### src/rtl/hit_detector.sv
// hit_detector: collects per-pixel sprite overlaps during a frame and resolves
// player collision and boss damage once per frame for the game-state FSM.
module hit_detector #(
    parameter int HP_W     = 8,
    parameter int BOSS_HP  = 200,
    parameter int HIT_DMG  = 1,
    parameter int BOMB_DMG = 20
) (
    input  logic            clk,
    input  logic            hard_reset_n,
    input  logic            game_en,
    input  logic            game_reset,
    input  logic [3:0]      game_state,
    input  logic            frame_end,
    input  logic            pix_valid,
    input  logic            player_px,
    input  logic            enemy_bullet_px,
    input  logic            player_bullet_px,
    input  logic            boss_px,
    output logic            collision,
    output logic            die,
    output logic            boss_hit,
    output logic [HP_W-1:0] boss_hp
);

    localparam logic [3:0]      GS_PLAY    = 4'b0010;
    localparam logic [3:0]      GS_BOMB    = 4'b0110;
    localparam logic [HP_W-1:0] HP_INIT    = HP_W'(BOSS_HP);
    localparam logic [HP_W:0]   HIT_DMG_W  = (HP_W + 1)'(HIT_DMG);
    localparam logic [HP_W:0]   BOMB_DMG_W = (HP_W + 1)'(BOMB_DMG);

    typedef enum logic [1:0] {
        S_IDLE  = 2'd0,
        S_ACCUM = 2'd1,
        S_EVAL  = 2'd2,
        S_DEAD  = 2'd3
    } state_t;

    // Health floors at zero instead of wrapping when damage exceeds it.
    function automatic logic [HP_W-1:0] sat_sub(input logic [HP_W-1:0] hp,
                                                input logic [HP_W:0]   dmg);
        logic [HP_W-1:0] res;
        if (dmg >= {1'b0, hp}) res = '0;
        else                   res = hp - dmg[HP_W-1:0];
        return res;
    endfunction

    function automatic logic [HP_W:0] frame_dmg(input logic hit, input logic bomb);
        logic [HP_W:0] d_hit;
        logic [HP_W:0] d_bomb;
        d_hit  = hit  ? HIT_DMG_W  : '0;
        d_bomb = bomb ? BOMB_DMG_W : '0;
        return d_hit + d_bomb;
    endfunction

    state_t          state_q, state_d;
    logic            p_hit_q, p_hit_d;
    logic            b_hit_q, b_hit_d;
    logic            bomb_pend_q, bomb_pend_d;
    logic            die_q, die_d;
    logic [HP_W-1:0] hp_q, hp_d;
    logic [3:0]      prev_state_q;

    logic            pix_p_hit;
    logic            pix_b_hit;
    logic            bomb_edge;
    logic [HP_W:0]   dmg;
    logic [HP_W-1:0] hp_eval;

    assign pix_p_hit = pix_valid & player_px & (enemy_bullet_px | boss_px);
    assign pix_b_hit = pix_valid & player_bullet_px & boss_px;
    assign bomb_edge = (game_state == GS_BOMB) && (prev_state_q != GS_BOMB);
    assign dmg       = frame_dmg(b_hit_q, bomb_pend_q);
    assign hp_eval   = sat_sub(hp_q, dmg);

    always_comb begin
        state_d     = state_q;
        p_hit_d     = p_hit_q;
        b_hit_d     = b_hit_q;
        bomb_pend_d = bomb_pend_q | (bomb_edge && (state_q != S_DEAD));
        hp_d        = hp_q;
        die_d       = die_q;
        collision   = 1'b0;
        boss_hit    = 1'b0;

        if (game_reset) begin
            state_d     = S_IDLE;
            p_hit_d     = 1'b0;
            b_hit_d     = 1'b0;
            bomb_pend_d = 1'b0;
            hp_d        = HP_INIT;
            die_d       = 1'b0;
        end else begin
            case (state_q)
                S_IDLE: begin
                    p_hit_d = 1'b0;
                    b_hit_d = 1'b0;
                    if (game_en) state_d = S_ACCUM;
                end
                S_ACCUM: begin
                    if (!game_en) begin
                        state_d = S_IDLE;
                        p_hit_d = 1'b0;
                        b_hit_d = 1'b0;
                    end else begin
                        // The pixel in the frame_end cycle still belongs to this frame.
                        p_hit_d = p_hit_q | pix_p_hit;
                        b_hit_d = b_hit_q | pix_b_hit;
                        if (frame_end) state_d = S_EVAL;
                    end
                end
                S_EVAL: begin
                    hp_d        = hp_eval;
                    p_hit_d     = 1'b0;
                    b_hit_d     = 1'b0;
                    bomb_pend_d = bomb_edge;
                    boss_hit    = (dmg != '0) && (hp_q != '0);
                    if (hp_eval == '0) begin
                        die_d       = 1'b1;
                        bomb_pend_d = 1'b0;
                        state_d     = S_DEAD;
                    end else begin
                        // Bomb and Collision states make the player invulnerable.
                        collision = p_hit_q && (game_state == GS_PLAY);
                        state_d   = game_en ? S_ACCUM : S_IDLE;
                    end
                end
                S_DEAD: begin
                    p_hit_d     = 1'b0;
                    b_hit_d     = 1'b0;
                    bomb_pend_d = 1'b0;
                    die_d       = 1'b1;
                end
                default: state_d = S_IDLE;
            endcase
        end
    end

    always_ff @(posedge clk or negedge hard_reset_n) begin
        if (!hard_reset_n) begin
            state_q      <= S_IDLE;
            p_hit_q      <= 1'b0;
            b_hit_q      <= 1'b0;
            bomb_pend_q  <= 1'b0;
            hp_q         <= HP_INIT;
            die_q        <= 1'b0;
            prev_state_q <= '0;
        end else begin
            state_q      <= state_d;
            p_hit_q      <= p_hit_d;
            b_hit_q      <= b_hit_d;
            bomb_pend_q  <= bomb_pend_d;
            hp_q         <= hp_d;
            die_q        <= die_d;
            prev_state_q <= game_state;
        end
    end

    assign die     = die_q;
    assign boss_hp = hp_q;

endmodule

### config.mk
export PLATFORM = sky130hd
export DESIGN_NAME = hit_detector
export DESIGN_NICKNAME = d
export VERILOG_FILES = /design/src/rtl/hit_detector.sv
export SDC_FILE = /design/constraint.sdc
export NUM_CORES = 1
export LEC_CHECK = 0
export CAP_MARGIN = 20
export CORE_MARGIN = 4
export CORE_UTILIZATION = 30
export CTS_CLUSTER_DIAMETER = 30
export CTS_CLUSTER_SIZE = 20
export DETAILED_ROUTE_END_ITERATION = 12
export GPL_ROUTABILITY_DRIVEN = 0
export PLACE_DENSITY = 0.52
export RECOVER_POWER = 50
export SYNTH_ARGS = -nofsm -noshare
export SYNTH_HDL_FRONTEND = slang
export SYNTH_SLANG_ARGS = --single-unit
### constraint.sdc
create_clock -name clk -period 3.2 [get_ports clk]
set_input_delay 0.64 -clock clk [delete_from_list [all_inputs] [get_ports clk]]
set_output_delay 0.64 -clock clk [all_outputs]
set_load 0.005 [all_outputs]
### After elaboration in Yosys (flattened, before gate mapping)

Index checks and enable logic that the tools add are counted.

* bits in registers: 18
* input port bits: 14

* add/subtract/negate cells: 2
* reduce and logical (&&, ||, !) cells: 14
* eq/ne operators: 10
* bitwise operators: 8
* magnitude comparators: 1
* multiplexer cells: 29

Operators with widths (count)
* $mux W8: 3
* $mux W1: 15
* $mux W2: 5
* $reduce_bool A9 Y1: 1
* $ge A6 B8 Y1: 1
* $logic_not A8 Y1: 1
* $pmux W1 S2: 4
* $reduce_bool A8 Y1: 1
* $sub A8 B6 Y8: 1
* $add A1 B5 Y6: 1
* $ne A3 B3 Y1 const B: 2
* $pmux W2 S3: 1
* $mux W5: 1
* $and A1 B1 Y1: 4
* $eq A2 B2 Y1 const B: 2
* $eq A4 B2 Y1 const B: 1
* $eq A4 B3 Y1 const B: 1
* $logic_and A1 B1 Y1: 4
* $ne A4 B3 Y1 const B: 1
* $ne A4 B4 Y1 const B: 1
* $or A1 B1 Y1: 4
* $reduce_bool A4 Y1: 1
* $reduce_and A3 Y1: 1
* $reduce_bool A3 Y1: 1
* 6 further kinds: 6

### Logic depth before layout (Yosys ltp)

* depth after elaboration: 8
* mapped depth: 9

### Least setup slack after synthesis

OpenSTA, ideal clock, no wires.

* path type: register to output
* start: reg hp_q[4] (netlist: boss_hp[4])
* end: out collision
* slack: 536 ps
* data arrival time: 2024 ps
* cell stages (with the launch flop): 8
* cell sequence: dfrtp_1 -> ha_1 -> o21a_1 -> a311oi_1 -> xor2_1 -> or4_4 -> a31oi_1 -> nor2_1

* cells in the longest elaborated chain, start to end: 6

RTL lines
* start, declared: RTL line 61 `logic [HP_W-1:0] hp_q, hp_d;`
* start signal, assigned: RTL line 153 `hp_q <= hp_d;`
* $sub A8 B6 Y8 / $ge A6 B8 Y1 (equally long branches): RTL line 44, 43
* $mux W8 *: RTL line 43 `if (dmg >= {1'b0, hp}) res = '0;`
* $logic_not A8 Y1 *: RTL line 118 `if (hp_eval == '0) begin`
* $mux W1 *: RTL line 118
* $mux W1 *: RTL line 94 `case (state_q)`
* $mux W1 *: RTL line 86 `if (game_reset) begin`
* end, declared: RTL line 20 `output logic collision,`

Every way passes the cells marked *; elsewhere a longest branch is shown, timed or not.

### Final worst setup path

* start: reg hp_q[0] (netlist: boss_hp[0])
* end: out collision

The elaborated chain is that of the path after synthesis.

==> flow_summary.json <==
{
  "synthCells": 128,
  "route.detailed.drc": 0,
  "numCtsBuffers": 3,
  "multi_input_area_um2": 767,
  "postSynthAreaPerCell_um2": 9.37,
  "grt_usage_pct": 14.0,
  "finalSetupViolCount": 0,
  "finalCritPeriodShare_pct": 99.4,
  "synth.distinct_cells": 43,
  "wl_met3_um": 139,
  "cts_buffer_depth": 2,
  "fillCellCount": 348,
  "start_util_pct": 31.8,
  "num_antenna_cells": 0,
  "final_common_cell": "clkdlybuf4s50_1",
  "cts.sinks": 18,
  "fp.coreArea_um2": 3770,
  "rsz0062_at_grt": "true",
  "yosys-top-cells-area": "dfrtp_1, ha_1, dfstp_2",
  "finalHoldViolCount": 0,
  "cts_tree": "built",
  "die_h_um": 71.2,
  "gr-total-overflow": 0,
  "via_count": 1166,
  "placedCellCount": 205,
  "wl_met1_mm": 1.51,
  "vias_per_cell": 5.47,
  "grt_pass1_vias": 1162,
  "leakage_nw": 0.654,
  "r2r_end": "die",
  "synth_edf_count": 0,
  "path_clk_slew_ns": 0.08,
  "cp.arrival_ns": 2.54,
  "power_frac_comb_pct": 26.0,
  "layout-drive-gt1-share_pct": 21.8,
  "ff2ff_setup_slack_ns": 0.72,
  "syn_nets": 151,
  "worstHoldStart": "p_hit_q",
  "cp-end-kind": "primary output",
  "antenna_found_initial": 0,
  "worstSetupPathType": "reg2out",
  "drtAntennaViolNets": 0,
  "maxUsedRoutingLayer": "met4",
  "area_growth_pct": 41.9,
  "dp_hpwl_mm": 2.42,
  "reg2reg_depth": 9,
  "crit_fanout": 3,
  "wl_mm": 3.38,
  "status": "finished clean",
  "root_buffer": "clkbuf_8",
  "grt_pass1_wl_mm": 5.58,
  "max_slew.worst_pin.slew_ns": 0.871,
  "route.met2.wl_mm": 1.66,
  "peakVddDrop_mv": 0.156,
  "p_per_area_nw_per_um2": 362,
  "nets": 189,
  "async_flop_share_pct": 100,
  "io_pins": 25,
  "hold_slack_ns": 0.537,
  "p_seq_share_pct": 41.3,
  "drt_first_iter_violations": 48,
  "r2r_start": "boss_hp[0]",
  "synth_warnings": 0,
  "ys.flop_type": "dfrtp_1",
  "placementRows": 22,
  "dr.pass1.iters": 4,
  "min_path_type": "reg2reg",
  "sw_frac_of_total_pct": 30.8,
  "switchingPower_mw": 0.190,
  "layout_common_cells": "clkdlybuf4s50_1, nor2_1, dfrtp_1, buf_4, a21oi_1",
  "max_freq_mhz": 314,
  "io_buffer_count": 24,
  "yosysTopAreaCell": "dfrtp_1",
  "min_period_ns": 3.18,
  "slew_violations": 0,
  "min_to": "p_hit_q",
  "power_frac_clock_pct": 32.7,
  "fin_cells": 213,
  "ys_ff_latch": 18,
  "cp-start-kind": "flop",
  "grt_max_degree": 19,
  "insertion_delay_ns": 0.27,
  "netlist.area_leader.share_pct": 31.3,
  "p_int_mw": 0.427,
  "htreeDepth": 1,
  "relSlewSlack_pct": 41.7,
  "die-width_um": 71.2,
  "min_path_cells": 2,
  "skew_ns": 0.00368,
  "cap_violations": 0,
  "die-area_um2": 5080,
  "avgRoutedWirePerCell_um": 15.8,
  "crit_required_ns": 2.56,
  "seq_area_um2": 454,
  "ys_seq_area_share_pct": 37.9,
  "syn_area_um2": 1200
}
-- cell usage after synthesis, types with 2 or more instances --
cell type and n:
or3_1 2, a31oi_1 3, o21ai_0 3, o211ai_1 2
nand4_1 2, nor2_1 16, a31o_1 2, a22oi_1 2
inv_1 8, nand3b_1 3, nand2_1 4, a21oi_1 10
o21ai_1 2, ha_1 9, dfstp_2 3, nor3b_1 2
nor3_1 3, mux2i_1 2, dfrtp_1 15, xor2_1 3
clkbuf_1 4, nor4b_1 4, o21a_1 3, o31ai_1 2
-- worst max path at each step --
stage | startpoint | end
3_3_place_gp | boss_hp[0] | collision
5_1_grt | boss_hp[0] | collision
3_5_place_dp | boss_hp[4] | collision
2_1_floorplan | boss_hp[4] | collision
4_1_cts | boss_hp[0] | collision
6_report | boss_hp[0] | collision
-- sequential cells by signal (all words and copies together), names as in the netlist --
name	cells
b_hit_q	1
bomb_pend_q	1
boss_hp	8
die	1
p_hit_q	1
prev_state_q	4
state_q	2
-- through the flow --
step	TNS [ns]	total power [mW]	utilization [%]	instance area, um^2	setup slack, ns
global route	-0.0679	0.656	45.2	1700	-0.0679
finish	0	0.617	45.2	1700	0.0194
CTS	0	0.625	44.6	1680	0.0197
floorplan	0	0.351	-	1200	0.536
global placement	-0.0409	0.404	41.1	1550	-0.0409
detailed placement	-0.0636	0.410	41.1	1550	-0.0636
-- routing by layer --
| layer | GRT usage (%) | vias to the layer above |
|---|---|---|
| met1 | 18.7 | 565 |
| met3 | 2.38 | 11 |
| li1 | - | 551 |
| met2 | 22.8 | 39 |
| met4 | 4.59 | 0 |
| met5 | 0 | - |
-- power by group through the flow --
stage                     clock network (mW)  logic [mW]  registers (mW)
final                                  0.202       0.160           0.255
after global routing                   0.219       0.181           0.257
after CTS                              0.209       0.161           0.255
after detailed placement                   0       0.151           0.259
after global placement                     0       0.145           0.258
after floorplan                            0      0.0951           0.256
-- worst max-delay path, cell delays in order (launching register included) --
cell      delay (ns)
dfrtp_1         0.38
inv_1           0.06
ha_2            0.19
or2b_4          0.28
a311oi_2        0.29
xor2_1          0.11
or4_4           0.56
a31oi_4         0.23
nor2_2          0.05
clkbuf_2        0.11
-- logic make-up after synthesis --
group                      count (synthesis)  synth area share, %
adders and majority gates                  9                 9.38
muxes                                      2                 1.67
AOI/OAI and AO/OA                         40                 23.7
buffers and inverters                     13                 4.69
and+or+nand+nor                           43                 20.5
DFF                                       18                 37.9
xor gates and xnor gates                   3                 2.19
-- layout make-up --
cell class	instances	area share (%)
Timing Repair Buffer	38	19.8
Multi-Input combinational cell	97	45.0
Clock buffer	4	3.23
Tap cell	48	3.53
Inverter	8	1.76
Sequential cell	18	26.7
-- what timing repair did --
| action | in CTS | in global routing |
|---|---|---|
| pin swaps | 4 | 5 |
| buffers inserted | 1 | 3 |
| hold buffers | 0 | 0 |
| endpoints found under the hold margin | 0 | 0 |
| resized for setup | 14 | 4 |
| setup endpoints to repair | 1 | 1 |
Note: power is estimated with default switching activity, not from simulation.
